**config.mk**
```make
export PLATFORM = sky130hd
export DESIGN_NAME = id_ex_stage
export DESIGN_NICKNAME = d
export VERILOG_FILES = /design/src/rtl/mips_pkg.sv /design/src/rtl/fwd_unit.sv /design/src/rtl/id_ex_stage.sv
export SDC_FILE = /design/constraint.sdc
export NUM_CORES = 1
export LEC_CHECK = 0
export CORE_ASPECT_RATIO = 1.5
export CORE_MARGIN = 2
export CORE_UTILIZATION = 47
export CTS_CLUSTER_DIAMETER = 40
export DETAILED_ROUTE_END_ITERATION = 10
export PLACE_DENSITY = 0.91
export SLEW_MARGIN = 5
export SYNTH_ARGS = -nofsm -noshare
export SYNTH_HDL_FRONTEND = slang
export SYNTH_SLANG_ARGS = --single-unit
```
**constraint.sdc**
```tcl
create_clock -name i_clk -period 4.3 [get_ports i_clk]
set_input_delay 0.86 -clock i_clk [delete_from_list [all_inputs] [get_ports i_clk]]
set_output_delay 0.86 -clock i_clk [all_outputs]
set_load 0.005 [all_outputs]
```
**src/rtl/mips_pkg.sv**
```systemverilog
// mips_pkg: shared widths and ALU select encodings for the MIPS datapath
package mips_pkg;
  localparam int DATA_W = 32;
  localparam int REG_AW = 5;
  localparam int SEL_W = 4;
  typedef enum logic [SEL_W-1:0] {
    ALU_AND = 4'b0000,
    ALU_OR  = 4'b0001,
    ALU_ADD = 4'b0010,
    ALU_MUL = 4'b0011,
    ALU_SUB = 4'b0110,
    ALU_SLT = 4'b0111
  } alu_sel_e;
endpackage

```
**src/rtl/fwd_unit.sv**
```systemverilog
// fwd_unit: picks the freshest value of one source register from EX/MEM, MEM/WB or the held copy
module fwd_unit
  import mips_pkg::*;
#(
  parameter int DW = DATA_W,
  parameter int AW = REG_AW
) (
  input  logic [AW-1:0] addr,
  input  logic [DW-1:0] reg_data,
  input  logic          exmem_reg_write,
  input  logic          exmem_mem_read,
  input  logic [AW-1:0] exmem_rd,
  input  logic [DW-1:0] exmem_result,
  input  logic          memwb_reg_write,
  input  logic [AW-1:0] memwb_rd,
  input  logic [DW-1:0] memwb_result,
  output logic [DW-1:0] data
);
  // a load in EX/MEM has no result yet, so it never forwards from there
  always_comb
    data = (exmem_reg_write && !exmem_mem_read && exmem_rd != '0 && exmem_rd == addr) ? exmem_result :
           (memwb_reg_write && memwb_rd != '0 && memwb_rd == addr) ? memwb_result : reg_data;
endmodule

```
**src/rtl/id_ex_stage.sv**
```systemverilog
// id_ex_stage: ID/EX register with operand forwarding and load-use stall
module id_ex_stage
  import mips_pkg::*;
#(
  parameter int DW = DATA_W,
  parameter int AW = REG_AW,
  parameter int SW = SEL_W
) (
  input  logic          i_clk,
  input  logic          i_rst,
  input  logic          i_valid,
  output logic          o_ready,
  input  logic [DW-1:0] i_rs_data,
  input  logic [DW-1:0] i_rt_data,
  input  logic [DW-1:0] i_imm,
  input  logic [AW-1:0] i_rs_addr,
  input  logic [AW-1:0] i_rt_addr,
  input  logic [AW-1:0] i_wr_addr,
  input  logic [SW-1:0] i_alu_sel,
  input  logic          i_alu_src,
  input  logic          i_reg_write,
  input  logic          i_mem_read,
  input  logic          i_mem_write,
  input  logic          i_mem_to_reg,
  input  logic          i_flush,
  input  logic          i_exmem_reg_write,
  input  logic          i_exmem_mem_read,
  input  logic [AW-1:0] i_exmem_rd,
  input  logic [DW-1:0] i_exmem_result,
  input  logic          i_memwb_reg_write,
  input  logic [AW-1:0] i_memwb_rd,
  input  logic [DW-1:0] i_memwb_result,
  output logic          o_valid,
  input  logic          i_ready,
  output logic [DW-1:0] o_op1,
  output logic [DW-1:0] o_op2,
  output logic [SW-1:0] o_sel,
  output logic [DW-1:0] o_store_data,
  output logic [AW-1:0] o_wr_addr,
  output logic          o_reg_write,
  output logic          o_mem_read,
  output logic          o_mem_write,
  output logic          o_mem_to_reg
);
  logic [DW-1:0] rs_data, rt_data, imm, fwd_rs, fwd_rt;
  logic [AW-1:0] rs_addr, rt_addr;
  logic          alu_src, hazard, accept;
  fwd_unit #(.DW(DW), .AW(AW)) u_fwd_rs (
    .addr(rs_addr), .reg_data(rs_data),
    .exmem_reg_write(i_exmem_reg_write), .exmem_mem_read(i_exmem_mem_read),
    .exmem_rd(i_exmem_rd), .exmem_result(i_exmem_result),
    .memwb_reg_write(i_memwb_reg_write), .memwb_rd(i_memwb_rd),
    .memwb_result(i_memwb_result), .data(fwd_rs)
  );
  fwd_unit #(.DW(DW), .AW(AW)) u_fwd_rt (
    .addr(rt_addr), .reg_data(rt_data),
    .exmem_reg_write(i_exmem_reg_write), .exmem_mem_read(i_exmem_mem_read),
    .exmem_rd(i_exmem_rd), .exmem_result(i_exmem_result),
    .memwb_reg_write(i_memwb_reg_write), .memwb_rd(i_memwb_rd),
    .memwb_result(i_memwb_result), .data(fwd_rt)
  );
  // rt only matters to a load-use stall when it feeds the ALU or is stored
  always_comb begin
    hazard = o_valid && o_mem_read && o_wr_addr != '0 &&
             (o_wr_addr == i_rs_addr || (o_wr_addr == i_rt_addr && (!i_alu_src || i_mem_write)));
    o_ready = (!o_valid || i_ready) && !hazard;
    accept = i_valid && o_ready;
    o_op1 = fwd_rs;
    o_op2 = alu_src ? imm : fwd_rt;
    o_store_data = fwd_rt;
  end
  always_ff @(posedge i_clk)
    if (i_rst) begin
      o_valid <= 1'b0;
      rs_data <= '0;
      rt_data <= '0;
      imm <= '0;
      rs_addr <= '0;
      rt_addr <= '0;
      o_wr_addr <= '0;
      o_sel <= '0;
      alu_src <= 1'b0;
      o_reg_write <= 1'b0;
      o_mem_read <= 1'b0;
      o_mem_write <= 1'b0;
      o_mem_to_reg <= 1'b0;
    end else if (i_flush) begin
      o_valid <= 1'b0;
      o_reg_write <= 1'b0;
      o_mem_read <= 1'b0;
      o_mem_write <= 1'b0;
      o_mem_to_reg <= 1'b0;
    end else if (accept) begin
      o_valid <= 1'b1;
      rs_data <= i_rs_data;
      rt_data <= i_rt_data;
      imm <= i_imm;
      rs_addr <= i_rs_addr;
      rt_addr <= i_rt_addr;
      o_wr_addr <= i_wr_addr;
      o_sel <= i_alu_sel;
      alu_src <= i_alu_src;
      o_reg_write <= i_reg_write;
      o_mem_read <= i_mem_read;
      o_mem_write <= i_mem_write;
      o_mem_to_reg <= i_mem_to_reg;
    end else if (o_valid && !i_ready) begin
      rs_data <= fwd_rs;
      rt_data <= fwd_rt;
    end else begin
      o_valid <= 1'b0;
    end
endmodule

```
==> summary.md <==
| Metric | Value |
|---|---|
| Worst path required time | 3.44 ns |
| Die H | 158.4 um |
| Hold Fails Final Rpt | 0 |
| Starting DRT DRC Count | 562 |
| Largest family of logic cells by synthesized area | compound AO/OA/AOI/OAI gates |
| Crit path arrival time | 3.43 ns |
| CTS tree | built |
| P_leak | 4.781 nW |
| Global-route usage over all layers | 0.3394 |
| Seq pwr share | 0.334 |
| Status | completed |
| Post-CTS Hold Buffers | 0 |
| TritonCTS buffer count | 17 |
| Slew headroom | 0.3138 |
| Sw Pwr | 959.3 uW |
| Synth warn | 0 |
| Pre-CTS setup slack | -0.2264 ns |
| Ys async rst share | 0 |
| Crit Path Class | input port to output pin |
| Reg clk slew, reported paths | 0.05 ns |
| Reg2reg end | rs_data[24]$_SDFFE_PP0P_ |
| CP max FO | 20 |
| Fraction of layout cells with a size suffix above 1 | 0.1416 |
| Comb power frac | 0.237 |
| First-pass GRT wire length | 44640 um |
| Clock share of power | 0.430 |
| PwrDens | 314.8 nW/um^2 |
| Final WS setup | 0.006336 ns |
| Global placer's final weighted congestion | 0.9412 |
| Area Overhead vs Synth | 59.46% |
| Clk buf depth | 2 |
| HP Class | flop to flop |
| Number of global-route vias before repair | 8675 |
| Final HPWL DP | 20050 um |
| R2r startpoint | o_wr_addr[0]$_SDFFE_PP0P_ |
| Worst-path cell chain | clkdlybuf4s50_1 > or4_4 > o21ai_2 > or4_4 > buf_12 > buf_16 > a21oi_1 > mux2_2 > clkdlybuf4s50_1 |
| Cells on worst reg2reg path | 7 |
| Max-cap violations | 0 |
| Sw Share | 0.2560 |
| Layout Nets | 1439 |
| Routed len/inst | 20.67 um |
| Synth Area in XOR/XNOR | 0.03519 |
| WHS Path Cells | 2 |
| Latest clock arrival within the worst-skew pair | 0.42 ns |
| Syn Std Cell Area | 7466 um^2 |
| RSZ-0062 raised after global routing | yes |
| Total grt overflow | 0 |
| Hold Crit Start | imm[10]$_SDFFE_PP0P_ |
| # IOs | 313 |
| Register area share after synthesis | 0.3245 |
| Post-synthesis simple-gate area fraction | 0.1656 |
| Setup Viol. Count Final | 0 |
| Clk_skew | 0.01394 ns |
| Max incr delay on CP | 0.63 ns |
| Port Buffers | 312 |
| Num rows | 56 |
| TritonRoute pass-1 iters | 5 |
| Vias per cell | 5.942 |
| Synth Area per Inst | 8.037 um^2 |
| Largest registers | imm: 32 flops, rs_data: 32 flops, rt_data: 32 flops |
| Total negative slack | 0 ns |
| Largest net degree at the start of global routing | 67 |
| Clock Tree Root | clkbuf_16 |
| Routed vias | 8645 |
| Synth unique cells | 43 |
| Antenna violations before repair | 0 |
| Fin crit share | 0.9985 |
| Synth Area in Adders | 0 |
| Initial Util | 0.4778 |
| Core footprint | 15630 um^2 |
| Peak VDD IR | 0.2947 mV |
| Post-synth EDFFs | 0 |
| CTS H-tree lvls | 4 |
| Synthesis-stage register bit count | 121 |
| Antenna viol nets, final | 0 |
| Die Wd | 106.9 um |
| Startpoint Class | input port |
| Post-synthesis cell count | 929 |
| Sink Count | 121 |
| Syn_nets | 1131 |
| Total wire length | 30080 um |
| Internal power | 2.789 mW |
| Top FF cell, synth | dfxtp_1 |
| Die ar. | 16930 um^2 |
| Total power | 3.748 mW |
| Maximum clock rate | 232.9 MHz |
| Residual DRC count | 0 |
| Crit. End Element | output pin |
| Slew of the pin with the lowest slew margin | 1.029 ns |
| Slowest CP cell | or4_4 |
| Mux share of post-synthesis cell area | 0.1394 |
| Final Critical Period | 4.294 ns |
| Final Max Tran Viols | 0 |
| Flop-to-flop setup slack | 1.20 ns |
| Synth Area in Compound Gates | 0.2567 |
| Hold path endpoint | imm[10]$_SDFFE_PP0P_ |
==> power by group through the flow <==
| stage | combinational [mW] | sequential [mW] | clock (mW) |
|---|---|---|---|
| floorplan | 0.364 | 1.25 | 0 |
| global placement | 0.829 | 1.26 | 0 |
| detailed placement | 0.844 | 1.27 | 0 |
| CTS | 0.868 | 1.25 | 1.62 |
| global route | 0.942 | 1.25 | 1.67 |
| finish | 0.887 | 1.25 | 1.61 |
==> cell usage in the layout (no fill, tap or decap), types with 19 or more instances in the layout <==
cell	Yosys	routed
clkdlybuf4s50_1	0	302
nand2_1	138	138
dfxtp_1	121	120
a21oi_1	124	104
nor2_1	100	95
mux2i_1	68	62
buf_4	1	45
a211o_1	40	39
inv_1	35	35
nand2b_1	33	33
a32oi_1	32	32
mux2_2	32	30
a221o_1	25	25
o22ai_1	25	25
xnor2_1	22	22
a21oi_2	1	19
==> metal layers <==
layer,share of wire,GRT usage,vias to the layer above
met5,0,0,-
met4,0.065,0.2331,0
met3,0.074,0.07122,134
met2,0.50,0.5924,510
met1,0.36,0.3652,4078
li1,-,-,3923
==> critical path, delay by kind of cell <==
| kind | cells | cell delay [ns] |
|---|---|---|
| simple gates | 2 | 0.76 |
| compound gates | 2 | 0.28 |
| buf+inv | 4 | 1.32 |
| mux | 1 | 0.20 |
==> what timing repair did <==
action | 4_1_cts | 5_1_grt
pin swaps | 3 | 6
buffers inserted | 2 | 2
setup endpoints to repair | 79 | 64
cloned | 2 | 1
resized for setup | 35 | 21
==> final cells by class <==
cell class,count,area [um^2]
clock inverters,11,192.7
fillers,1026,3720
multi-input cells,691,4664
repair buffers,370,3760
flip-flops and latches,121,2424
clock buffers,21,470.5
well taps,203,254.0
diodes,2,5.005
inverters,36,135.1
==> how the worst max path moves through the flow <==
stage / to / slack, ns / depth (start not counted) / startpoint
after floorplan: o_op2[0] / 0.97 / 7 / i_exmem_rd[0]
after global placement: o_op2[26] / -0.17 / 9 / i_exmem_rd[2]
after detailed placement: o_op2[29] / -0.23 / 9 / i_memwb_rd[2]
after CTS: o_op2[26] / -0.03 / 10 / i_memwb_rd[1]
after global routing: o_op2[22] / -0.01 / 9 / i_exmem_rd[3]
final: o_op2[23] / 0.006 / 9 / i_exmem_rd[3]
==> cells in the mapped netlist, types with 2 or more instances <==
master    count  area (um^2)
nand2_1     138        518.0
a21oi_1     124        620.6
dfxtp_1     121         2422
nor2_1      100        375.4
mux2i_1      68        680.7
a211o_1      40        350.3
clkbuf_1     37        138.9
inv_1        35        131.4
nand2b_1     33        206.5
a32oi_1      32        280.3
mux2_2       32        360.4
a221o_1      25        250.2
o22ai_1      25        156.4
buf_2        22        110.1
xnor2_1      22        192.7
buf_1         9        33.78
buf_6         9        101.4
xor2_1        8        70.07
o211ai_1      7        52.55
a211oi_2      5        62.56
nand3_1       5        25.02
or4_1         5        37.54
buf_12        3        60.06
o21ai_0       3        15.01
a211oi_1      2        15.01
nor2b_1       2        12.51
==> logic make-up (layout without fill, tap and decap cells) <==
kind of cell | count (synthesis) | after routing
buffers and inverters | 117 | 438
other | 0 | 2
XOR/XNOR | 30 | 30
AND/OR/NAND/NOR | 289 | 289
multiplexers | 100 | 100
flip-flops | 121 | 121
AO/OA/AOI/OAI | 272 | 272
==> through the flow <==
step,cells,util,area [um^2],hold WS (ns)
CTS,1451,0.7526,11760,0.4522
global route,1453,0.7616,11900,0.4760
floorplan,929,-,7466,0.4329
global placement,1415,0.6985,10910,0.4387
finish,1455,0.7619,11910,0.4527
detailed placement,1415,0.6985,10910,0.4442
(Power assumes the default switching activity.)
